[src/rtl/bcd2bin_16.sv]
// rtl/bcd2bin_16.sv - sequential BCD-to-binary converter (reverse double-dabble), optional saturation via BCD2BIN_SAT_EN
module bcd2bin_16 #(
    parameter int NDIG  = 5,
    parameter int OUT_W = 16
) (
    input  logic              clk,
    input  logic              rst,
    input  logic              start,
    input  logic [4*NDIG-1:0] bcd_in,
    output logic              busy,
    output logic              done,
    output logic [OUT_W-1:0]  bin,
    output logic              ovf,
    output logic              err
);
    localparam int W  = 4 * NDIG;
    localparam int CW = $clog2(W + 1);

    typedef enum logic [1:0] {IDLE, SHIFT, FIN} state_t;

    state_t         state, state_nx;
    logic [W-1:0]   bcd_q, acc_q, bcd_nx, acc_nx;
    logic [W-1:0]   bcd_sh, acc_sh;
    logic [CW-1:0]  cnt_q, cnt_nx;
    logic           err_q, err_nx;
    logic           in_bad;
    logic           acc_big;
    logic [OUT_W-1:0] bin_res;

    always_comb begin
        in_bad = 1'b0;
        for (int i = 0; i < NDIG; i++) begin
            if (bcd_in[4*i +: 4] > 4'd9) in_bad = 1'b1;
        end
    end

    // One right shift of {bcd, acc}, then every digit that landed at >= 8 drops by 3.
    always_comb begin
        {bcd_sh, acc_sh} = {bcd_q, acc_q} >> 1;
        for (int i = 0; i < NDIG; i++) begin
            if (bcd_sh[4*i +: 4] >= 4'd8) bcd_sh[4*i +: 4] = bcd_sh[4*i +: 4] - 4'd3;
        end
    end

    assign acc_big = (acc_q >> OUT_W) != '0;

`ifdef BCD2BIN_SAT_EN
    assign bin_res = acc_big ? {OUT_W{1'b1}} : acc_q[OUT_W-1:0];
`else
    assign bin_res = acc_q[OUT_W-1:0];
`endif

    always_comb begin
        state_nx = state;
        bcd_nx   = bcd_q;
        acc_nx   = acc_q;
        cnt_nx   = cnt_q;
        err_nx   = err_q;
        case (state)
            IDLE: begin
                if (start) begin
                    bcd_nx   = bcd_in;
                    acc_nx   = '0;
                    cnt_nx   = '0;
                    err_nx   = in_bad;
                    state_nx = in_bad ? FIN : SHIFT;
                end
            end
            SHIFT: begin
                bcd_nx = bcd_sh;
                acc_nx = acc_sh;
                cnt_nx = cnt_q + 1'b1;
                if (cnt_q == CW'(W - 1)) state_nx = FIN;
            end
            FIN: begin
                state_nx = IDLE;
            end
            default: state_nx = IDLE;
        endcase
    end

    assign busy = (state == SHIFT) || (state == FIN);

    always_ff @(posedge clk) begin
        if (rst) begin
            state <= IDLE;
            bcd_q <= '0;
            acc_q <= '0;
            cnt_q <= '0;
            err_q <= 1'b0;
            done  <= 1'b0;
            bin   <= '0;
            ovf   <= 1'b0;
            err   <= 1'b0;
        end else begin
            state <= state_nx;
            bcd_q <= bcd_nx;
            acc_q <= acc_nx;
            cnt_q <= cnt_nx;
            err_q <= err_nx;
            done  <= (state == FIN);
            if (state == FIN) begin
                bin <= err_q ? '0 : bin_res;
                ovf <= err_q ? 1'b0 : acc_big;
                err <= err_q;
            end
        end
    end
endmodule
[config.mk]
export PLATFORM = sky130hd
export DESIGN_NAME = bcd2bin_16
export DESIGN_NICKNAME = d
export VERILOG_FILES = /design/src/rtl/bcd2bin_16.sv
export SDC_FILE = /design/constraint.sdc
export NUM_CORES = 1
export LEC_CHECK = 0
export BUFFER_PORTS_ARGS = -buffer_cell sky130_fd_sc_hd__buf_2
export CAP_MARGIN = 10
export CORE_MARGIN = 3
export CORE_UTILIZATION = 40
export CTS_CLUSTER_DIAMETER = 150
export DETAILED_ROUTE_END_ITERATION = 12
export SYNTH_ARGS = -nofsm -noshare
export SYNTH_HDL_FRONTEND = slang
export SYNTH_SLANG_ARGS = --single-unit
export TNS_END_PERCENT = 1
[constraint.sdc]
create_clock -name clk -period 1.55 [get_ports clk]
set_clock_uncertainty 0.15 [all_clocks]
set_input_delay 0.3875 -clock clk [delete_from_list [all_inputs] [get_ports clk]]
set_output_delay 0.3875 -clock clk [all_outputs]
set_load 0.01 [all_outputs]
==> results of run 1 <==
## worst min-delay path: stages
cell	delay, ps
buf_2	110
nand4b_1	90
a21oi_1	60
## flip-flops by register name, summed over array words and instances, names as in the netlist
name and cells:
bcd_q 20, done 1, ovf 1, err 1, cnt_q 5, bin 16, err_q 1, acc_q 20
state 2
## power breakdown
part           internal [mW]  switching, mW  total (mW)
Combinational          0.345          0.348       0.694
Clock                  0.916          0.709        1.63
Sequential              1.78         0.0543        1.83
## per-stage QoR
step                cell area (µm²)  utilization  total power, mW
global route                   3960        0.564             4.33
global placement               3480        0.495             2.43
detailed placement             3480        0.495             2.44
floorplan                      2990            -             2.22
CTS                            3740        0.534             4.09
finish                         3960        0.564             4.15
## cell usage in the layout (no fill, tap or decap), types with 3 or more instances in the layout
cell,netlist,layout
xor2_1,3,3
a22oi_1,33,22
a21oi_1,24,21
ha_1,12,10
buf_12,0,9
a22oi_2,0,11
nor2_1,77,76
a21oi_2,0,3
buf_2,12,41
xnor2_1,8,8
buf_6,2,3
buf_4,3,17
a211o_1,4,4
nand4_1,3,3
o21ai_0,5,5
a211oi_1,11,6
a211oi_2,4,9
nor2b_1,4,3
dfxtp_1,67,65
mux2i_1,13,13
clkbuf_8,0,9
nand2_1,19,19
inv_1,12,10
## cells by family after synthesis
kind of cell / Yosys count / synth area share
simple gates: 112 / 0.156
compound gates: 84 / 0.197
flops: 67 / 0.449
buf+inv: 37 / 0.0604
mux: 15 / 0.0549
fa+ha+maj: 12 / 0.0503
xor+xnor: 11 / 0.0323
## final timing paths
kind	endpoint	slack, ps	depth (start not counted)
worst max-delay path	acc_q[7]	-120	8
worst min register to register	bcd_q[19]	310	2
worst min-delay path	bcd_q[19]	220	3
worst max register to register	acc_q[7]	-120	8
## cell type report
class / instances / area [µm²] / area share
flip-flops and latches: 67 / 1340 / 0.339
well taps: 96 / 120 / 0.0303
repair buffers: 73 / 612 / 0.155
multi-input cells: 234 / 1610 / 0.407
clock inverters: 7 / 98.8 / 0.0250
clock buffers: 9 / 124 / 0.0313
inverters: 12 / 47.5 / 0.0120
## per-layer routing
metal,up-vias,global-route usage,part of all wire
li1,1284,-,-
met1,1189,0.206,0.48
met2,31,0.250,0.47
met3,10,0.0422,0.032
met4,0,0.0631,0.017
met5,-,0,0
## repair_timing
action	4_1_cts	5_1_grt
setup buffers	1	2
pin swaps	1	21
setup endpoints to repair	61	52
cloned	0	2
gates resized for setup	11	29
hold buffers	0	0
==> flow_summary.yaml, run 1 <==
run_status:
  status: "finished, violations left"
  violations: "negative setup slack"
sta:
  fin_crit_sh: 1.08
  worst_pin_slew_ps: 298
  maxSlewHeadroom: 0.801
  hold_viol_final: 0
  fin_hold_ws_ps: 216
  fmax_mhz: 599
  drv_slew: 0
  setup_viol: 39
  rsz0062_at_grt: "yes"
  tns_ps: -2830
  period_needed_ps: 1670
  fin_ws_ps: -118
worst_hold_path:
  hp-class: "in -> reg"
  hp-start: "bcd_in[19]"
yosys:
  synth_common_cells: "77 x nor2_1, 67 x dfxtp_1, 33 x a22oi_1"
  yosysTopAreaCellShare: 0.449
  ys_top_cells_by_area: "dfxtp_1 45%, nor2_1 9.7%, a22oi_1 8.3%"
  synth_nets: 373
  synth_enable_flop_cells: 0
  synthCells: 338
  synthFlopType: "dfxtp_1"
  yosysTopAreaCell: "dfxtp_1"
  synth_seq_area_share: 0.449
  synth_area_um2: 2980
  ys_ff_latch: 67
  ys_warn_count: 0
  yosysUniqueCellTypes: 33
  avgSynthCellArea_um2: 8.83
  synth_most_common_cell: "nor2_1"
  async_flop_share: 0
floorplan:
  core_um2: 7020
  start_util: 0.425
  io_pins: 43
  die_x_um: 92.4
  design.die.area_um2: 8530
  core.rowCount: 30
  fp.dieH_um: 92.4
routing:
  post_drt_wl_per_cell_um: 13.9
  vias_per_cell: 5.05
  drtIter0Drc: 113
  drc: 0
  vias: 2514
  wl_um: 6900
  final_antenna_net_count: 0
  first_pass_iters: 4
setup_path:
  arrival_ps: 1750
  path_class: "reg -> reg"
  endpoint_kind: "flip-flop"
  start_kind: "flip-flop"
  crit_chain: "inv_4 -> ha_4 -> mux2i_4 -> buf_12 -> buf_4 -> clkbuf_16 -> a22oi_1 -> nor2_1"
  startpoint: "state[1]"
  cp_num_buf_inv: 4
  critical_path_required_ps: 1640
  r2r_start: "state[1]"
  crit_slowest_cell: "dfxtp_2"
  cp_max_fo: 10
  slowest_delay_ps: 360
  crit_family: "buffers and inverters"
clock_network:
  clock-root-buffer: "clkbuf_8"
  clkTransAtPathRegs_ps: 70
  cts_sinks: 67
  cts_buffers: 9
  h-tree-depth: 3
  tritoncts: "yes"
  clock_path_buffers: 2
  clock_latency_ps: 350
placed_design:
  dp_slack_ps: -258
  place_hpwl_um: 4370
  gp_congestion: 0.797
  io_buffers: 42
  dp.cells: 477
global_routing:
  grt_pass1_vias: 2365
  grt_max_degree: 32
  antenna_found_initial: 0
  track_usage: 0.158
  grt_overflow: 0
  grt_pass1_wl_um: 10800
power:
  powerDensity_nw_per_um2: 1050
  leakagePower_nw: 1.57
  ir_worst_vdd_mv: 0.476
job:
  max_cap_viol_count: 0
finish:
  num_antenna_cells: 0
  drive_above_1_share: 0.311
  area_delta_synth_final_pct: 32.7
  fin_cells: 498
  nNetsFinal: 432
  fillers: 640
Power figures use the tool's default switching activity.
==> inputs of run 2 (changes only) <==
--- a/config.mk
+++ b/config.mk
@@ -9,6 +9,7 @@
 export CAP_MARGIN = 10
 export CORE_MARGIN = 3
 export CORE_UTILIZATION = 40
+export CTS_BUF_LIST = sky130_fd_sc_hd__clkbuf_4
 export CTS_CLUSTER_DIAMETER = 150
 export DETAILED_ROUTE_END_ITERATION = 12
 export SYNTH_ARGS = -nofsm -noshare
==> run 2 against run 1 <==
  * The flow still finishes with violations (negative setup slack)
  * Maximum frequency decreased by 1.5%
  * Final area decreased by 4.9%
  * Sequential cell count unchanged
  * Non-clock buffer count decreased by 3
  * Highest routed layer unchanged
  * Hold slack got worse by 69 ps
==> flow_summary.yaml, run 2 (synthesis results as in run 1) <==
setup_path:
  endpoint_kind: "primary output"
  r2r_cells: 6
  cp_max_fo: 3
  reg2reg_to: "bcd_q[14]"
  critical_path_required_ps: 1010
  arrival_ps: 1160
  r2r_start: "state[0]"
  rrSetupSlack_ps: -110
  path_class: "reg -> out"
  start_kind: "flip-flop"
  critPathCapture: "busy"
  startpoint: "state[1]"
placed_design:
  place_hpwl_um: 4370
  dp.cells: 477
  gp_congestion: 0.797
  io_buffers: 42
power:
  switching_share: 0.274
  powerDensity_nw_per_um2: 1010
  sequentialPowerShare: 0.484
  switchingPower_mw: 1.04
  p_clk_frac: 0.350
  p_int_mw: 2.75
  total_power_mw: 3.78
  ir_worst_vdd_mv: 0.572
  p_comb_frac: 0.166
  leakagePower_nw: 1.51
routing:
  vias_per_cell: 5.00
  drc: 0
  post_drt_wl_per_cell_um: 13.0
  drtIter0Drc: 103
  first_pass_iters: 4
  final_antenna_net_count: 0
  vias: 2475
  wl_um: 6440
clock_network:
  holdBufCountCts: 0
  cts_sinks: 67
  clkTransAtPathRegs_ps: 110
  clock-root-buffer: "clkbuf_4"
  clock_latency_ps: 410
  cts_buffers: 9
  clock_path_buffers: 2
  h-tree-depth: 3
  tritoncts: "yes"
global_routing:
  track_usage: 0.158
  grt_pass1_vias: 2341
  antenna_found_initial: 0
  grt_max_degree: 32
  grt_overflow: 0
  grt_pass1_wl_um: 10800
floorplan:
  io_pins: 43
  start_util: 0.425
  die_x_um: 92.4
  core_um2: 7020
  core.rowCount: 30
  fp.dieH_um: 92.4
  design.die.area_um2: 8530
finish:
  nNetsFinal: 429
  num_antenna_cells: 0
  drive_above_1_share: 0.281
  final_common_cell: "nor2_1"
  top_regs: "acc_q: 20 flops, bcd_q: 20 flops, bin: 16 flops"
  area_delta_synth_final_pct: 26.1
  fin_cells: 495
  most-common-layout-cells: "76 x nor2_1, 65 x dfxtp_1, 41 x buf_2"
job:
  max_cap_viol_count: 0
sta:
  rsz0062_at_grt: "yes"
  hold_viol_final: 0
  period_needed_ps: 1690
  fmax_mhz: 590
  fin_crit_sh: 1.09
  tns_ps: -2300
  fin_ws_ps: -144
  fin_hold_ws_ps: 147
  setup_viol: 44
  worst_pin_slew_ps: 313
  maxSlewHeadroom: 0.789
  drv_slew: 0
run_status:
  violations: "negative setup slack"
  status: "finished, violations left"
worst_hold_path:
  hp-class: "in -> reg"
==> run 2: power by group through the flow <==
stage	Combinational, mW	Sequential [mW]	Clock, mW
2_1_floorplan	0.360	1.86	0
3_3_place_gp	0.562	1.87	0
3_5_place_dp	0.573	1.87	0
4_1_cts	0.614	1.83	1.37
5_1_grt	0.691	1.84	1.45
6_report	0.626	1.83	1.33
==> run 2: timing repair <==
item,in CTS,in global routing
gates resized for setup,14,12
gates cloned,0,0
setup endpoints to repair,61,62
pin swaps,1,2
buffers inserted,1,1
==> run 2: critical path: stages (launching register included) <==
cell and delay, ps:
dfxtp_2 350, inv_2 50, ha_4 260, buf_6 90
==> run 2: per-layer routing <==
layer  up-vias  track usage  share of wire
met5         -            0              0
met4         0       0.0483         0.0054
met3         2       0.0520          0.029
met2        26        0.247           0.48
met1      1172        0.206           0.49
li1       1275            -              -
==> run 2: worst min-delay path by stage <==
stage               start   endpoint  slack [ps]  cells after the start
6_report       bcd_in[19]  bcd_q[19]         150                      3
5_1_grt        bcd_in[19]  bcd_q[19]         130                      3
4_1_cts        bcd_in[19]  bcd_q[19]         120                      3
3_5_place_dp    bcd_q[19]  bcd_q[19]         300                      2
3_3_place_gp    bcd_q[19]  bcd_q[19]         290                      2
2_1_floorplan   bcd_q[19]  bcd_q[19]         280                      2
==> run 2: area by class of cell <==
type                       count  area, µm²
inverter                      12       45.0
fill                         664       3260
multi-input combinational    234       1550
timing repair buffer          70        539
tap                           96        120
clock inverter                 7       98.8
clock buffer                   9       67.6
sequential                    67       1340
==> run 2: through the flow <==
step / area, µm² / utilization / setup WS [ps]
2_1_floorplan: 2990 / - / -15.9
3_3_place_gp: 3480 / 0.495 / -190
3_5_place_dp: 3480 / 0.495 / -258
4_1_cts: 3700 / 0.528 / -191
5_1_grt: 3760 / 0.536 / -239
6_report: 3760 / 0.536 / -144
==> inputs of run 3 (changes only) <==
--- a/config.mk
+++ b/config.mk
@@ -5,7 +5,8 @@
 export SDC_FILE = /design/constraint.sdc
 export NUM_CORES = 1
 export LEC_CHECK = 0
-export BUFFER_PORTS_ARGS = -buffer_cell sky130_fd_sc_hd__buf_2
+export ABC_AREA = 1
+export BUFFER_PORTS_ARGS = -buffer_cell sky130_fd_sc_hd__buf_4
 export CAP_MARGIN = 10
 export CORE_MARGIN = 3
 export CORE_UTILIZATION = 40
==> run 3 against run 2 <==
  * The flow still finishes with violations (negative setup slack)
  * Clock power hardly changed
  * Synthesized cell count rose by 22%
  * Non-clock buffer count decreased by 11
  * Sequential cell count unchanged
  * Synthesized area grew 1.2%
  * Critical endpoint unchanged
==> flow_summary.yaml, run 3 <==
run_status:
  status: "finished, violations left"
  violations: "negative setup slack"
clock_network:
  cts_buffers: 9
  cts_sinks: 67
  clkTransAtPathRegs_ps: 110
  clock_latency_ps: 390
  h-tree-depth: 3
  holdBufCountCts: 0
  clock_path_buffers: 2
  clock-root-buffer: "clkbuf_4"
  tritoncts: "yes"
routing:
  final_antenna_net_count: 0
  wl_um: 6980
  post_drt_wl_per_cell_um: 12.5
  vias_per_cell: 4.97
  drtIter0Drc: 98
  first_pass_iters: 4
  drc: 0
  vias: 2784
yosys:
  synth_enable_flop_cells: 0
  yosysUniqueCellTypes: 26
  avgSynthCellArea_um2: 7.33
  ys_top_cells_by_area: "dfxtp_1 44%, nand2_1 12%, a21oi_1 12%"
  ys_warn_count: 0
  synth_top_family_by_area: "simple AND/OR/NAND/NOR gates"
  synthFlopType: "dfxtp_1"
  ys_ff_latch: 67
  synth_area_um2: 3020
  synth_seq_area_share: 0.444
  synthAdderAreaFrac: 0.0497
  yosys.area_share.simple: 0.225
  async_flop_share: 0
  synth_mux_area_frac: 0
  yosysTopAreaCell: "dfxtp_1"
  yosysTopAreaCellShare: 0.444
  synth_nets: 447
  synth_compound_area_frac: 0.190
  synthCells: 412
  synth_common_cells: "99 x nand2_1, 70 x a21oi_1, 67 x dfxtp_1"
  yosys.area_share.xor_xnor: 0.0116
  synth_most_common_cell: "nand2_1"
power:
  powerDensity_nw_per_um2: 996
  leakagePower_nw: 1.47
  ir_worst_vdd_mv: 0.397
floorplan:
  core.rowCount: 31
  fp.dieH_um: 92.9
  die_x_um: 92.9
  design.die.area_um2: 8630
  core_um2: 7290
  io_pins: 43
  start_util: 0.414
sta:
  drv_slew: 0
  fin_crit_sh: 1.09
  maxSlewHeadroom: 0.804
  hold_viol_final: 0
  setup_viol: 21
  fin_ws_ps: -141
  fmax_mhz: 591
  rsz0062_at_grt: "yes"
  period_needed_ps: 1690
  worst_pin_slew_ps: 291
setup_path:
  cp_max_fo: 2
  start_kind: "flip-flop"
  endpoint_kind: "primary output"
  path_class: "reg -> out"
  arrival_ps: 1150
  critical_path_required_ps: 1010
global_routing:
  antenna_found_initial: 0
  grt_max_degree: 40
  track_usage: 0.171
  grt_pass1_vias: 2636
  grt_pass1_wl_um: 11900
  grt_overflow: 0
finish:
  area_delta_synth_final_pct: 23.9
  fin_cells: 560
  final_common_cell: "nand2_1"
  drive_above_1_share: 0.215
  fillers: 756
  most-common-layout-cells: "98 x nand2_1, 68 x a21oi_1, 65 x dfxtp_1"
  top_regs: "acc_q: 20 flops, bcd_q: 20 flops, bin: 16 flops"
  num_antenna_cells: 0
  nNetsFinal: 491
placed_design:
  io_buffers: 42
  place_hpwl_um: 4610
  dp_slack_ps: -68.8
  gp_congestion: 0.774
  dp.cells: 543
worst_hold_path:
  hp-class: "in -> reg"
job:
  max_cap_viol_count: 0
[run 3: cell count changes in the layout (fill, tap and decap cells not counted), sizes merged, moves of 4 or more]
cell and delta:
a211o -4, nand2 +80, nor2b -4, nand3 +29, mux2i -14, o211ai +4, nor2 -48, xnor2 -4
a21oi +46, o21ai +26, a211oi -14, inv +13, buf -11, a22oi -33
[run 3: cell type report]
type / count / area, µm² / share of cell area
inverter: 27 / 101 / 0.0271
clock inverter: 5 / 77.6 / 0.0207
tap: 99 / 124 / 0.0331
timing repair buffer: 59 / 537 / 0.143
sequential: 67 / 1340 / 0.359
clock buffer: 11 / 82.6 / 0.0221
multi-input combinational: 292 / 1480 / 0.394
[run 3: timing repair]
item	4_1_cts	5_1_grt
setup endpoints to repair	44	52
pin swaps	0	2
buffers inserted	1	0
gates cloned	0	0
resized for setup	10	4
[run 3: path summary, 6_finish.rpt]
| check | from | to | slack (ps) | cells after the start |
|---|---|---|---|---|
| worst max register to register | state[0] | bcd_q[6] | -60 | 9 |
| worst min-delay path | bcd_in[13] | bcd_q[13] | 120 | 3 |
| worst max-delay path | state[0] | busy | -140 | 3 |
| worst min register to register | acc_q[0] | bin[0] | 320 | 2 |
[run 3: critical path, stage by stage (launching register included)]
cell	delay (ps)
dfxtp_2	350
inv_2	50
ha_4	260
buf_6	90
[run 3: where the power goes]
part,internal (mW),switching (mW)
combinational,0.254,0.334
sequential,1.79,0.0512
clock,0.686,0.614
[run 3: kinds of logic after synthesis]
kind of cell / count (synthesis)
AO/OA/AOI/OAI: 110
XOR/XNOR: 4
adder cells (fa/ha/maj): 12
buffers and inverters: 53
flip-flops: 67
AND/OR/NAND/NOR: 166
[run 3: per-layer routing]
layer	GRT usage	share of wire	vias to the layer above
li1	-	-	1447
met3	0.0512	0.041	6
met1	0.219	0.46	1281
met5	0	0	-
met2	0.278	0.49	50
met4	0.0537	0.012	0
[run 3: per-stage QoR]
step | total power [mW] | hold slack [ps] | instance area, µm² | TNS [ps] | utilization
2_1_floorplan | 2.23 | 290 | 3020 | 0 | -
6_report | 3.73 | 117 | 3740 | -682 | 0.513
3_5_place_dp | 2.44 | 307 | 3520 | -1800 | 0.483
3_3_place_gp | 2.43 | 303 | 3520 | -173 | 0.483
5_1_grt | 3.93 | 89.1 | 3740 | -4210 | 0.513
4_1_cts | 3.78 | 94.2 | 3730 | -526 | 0.511
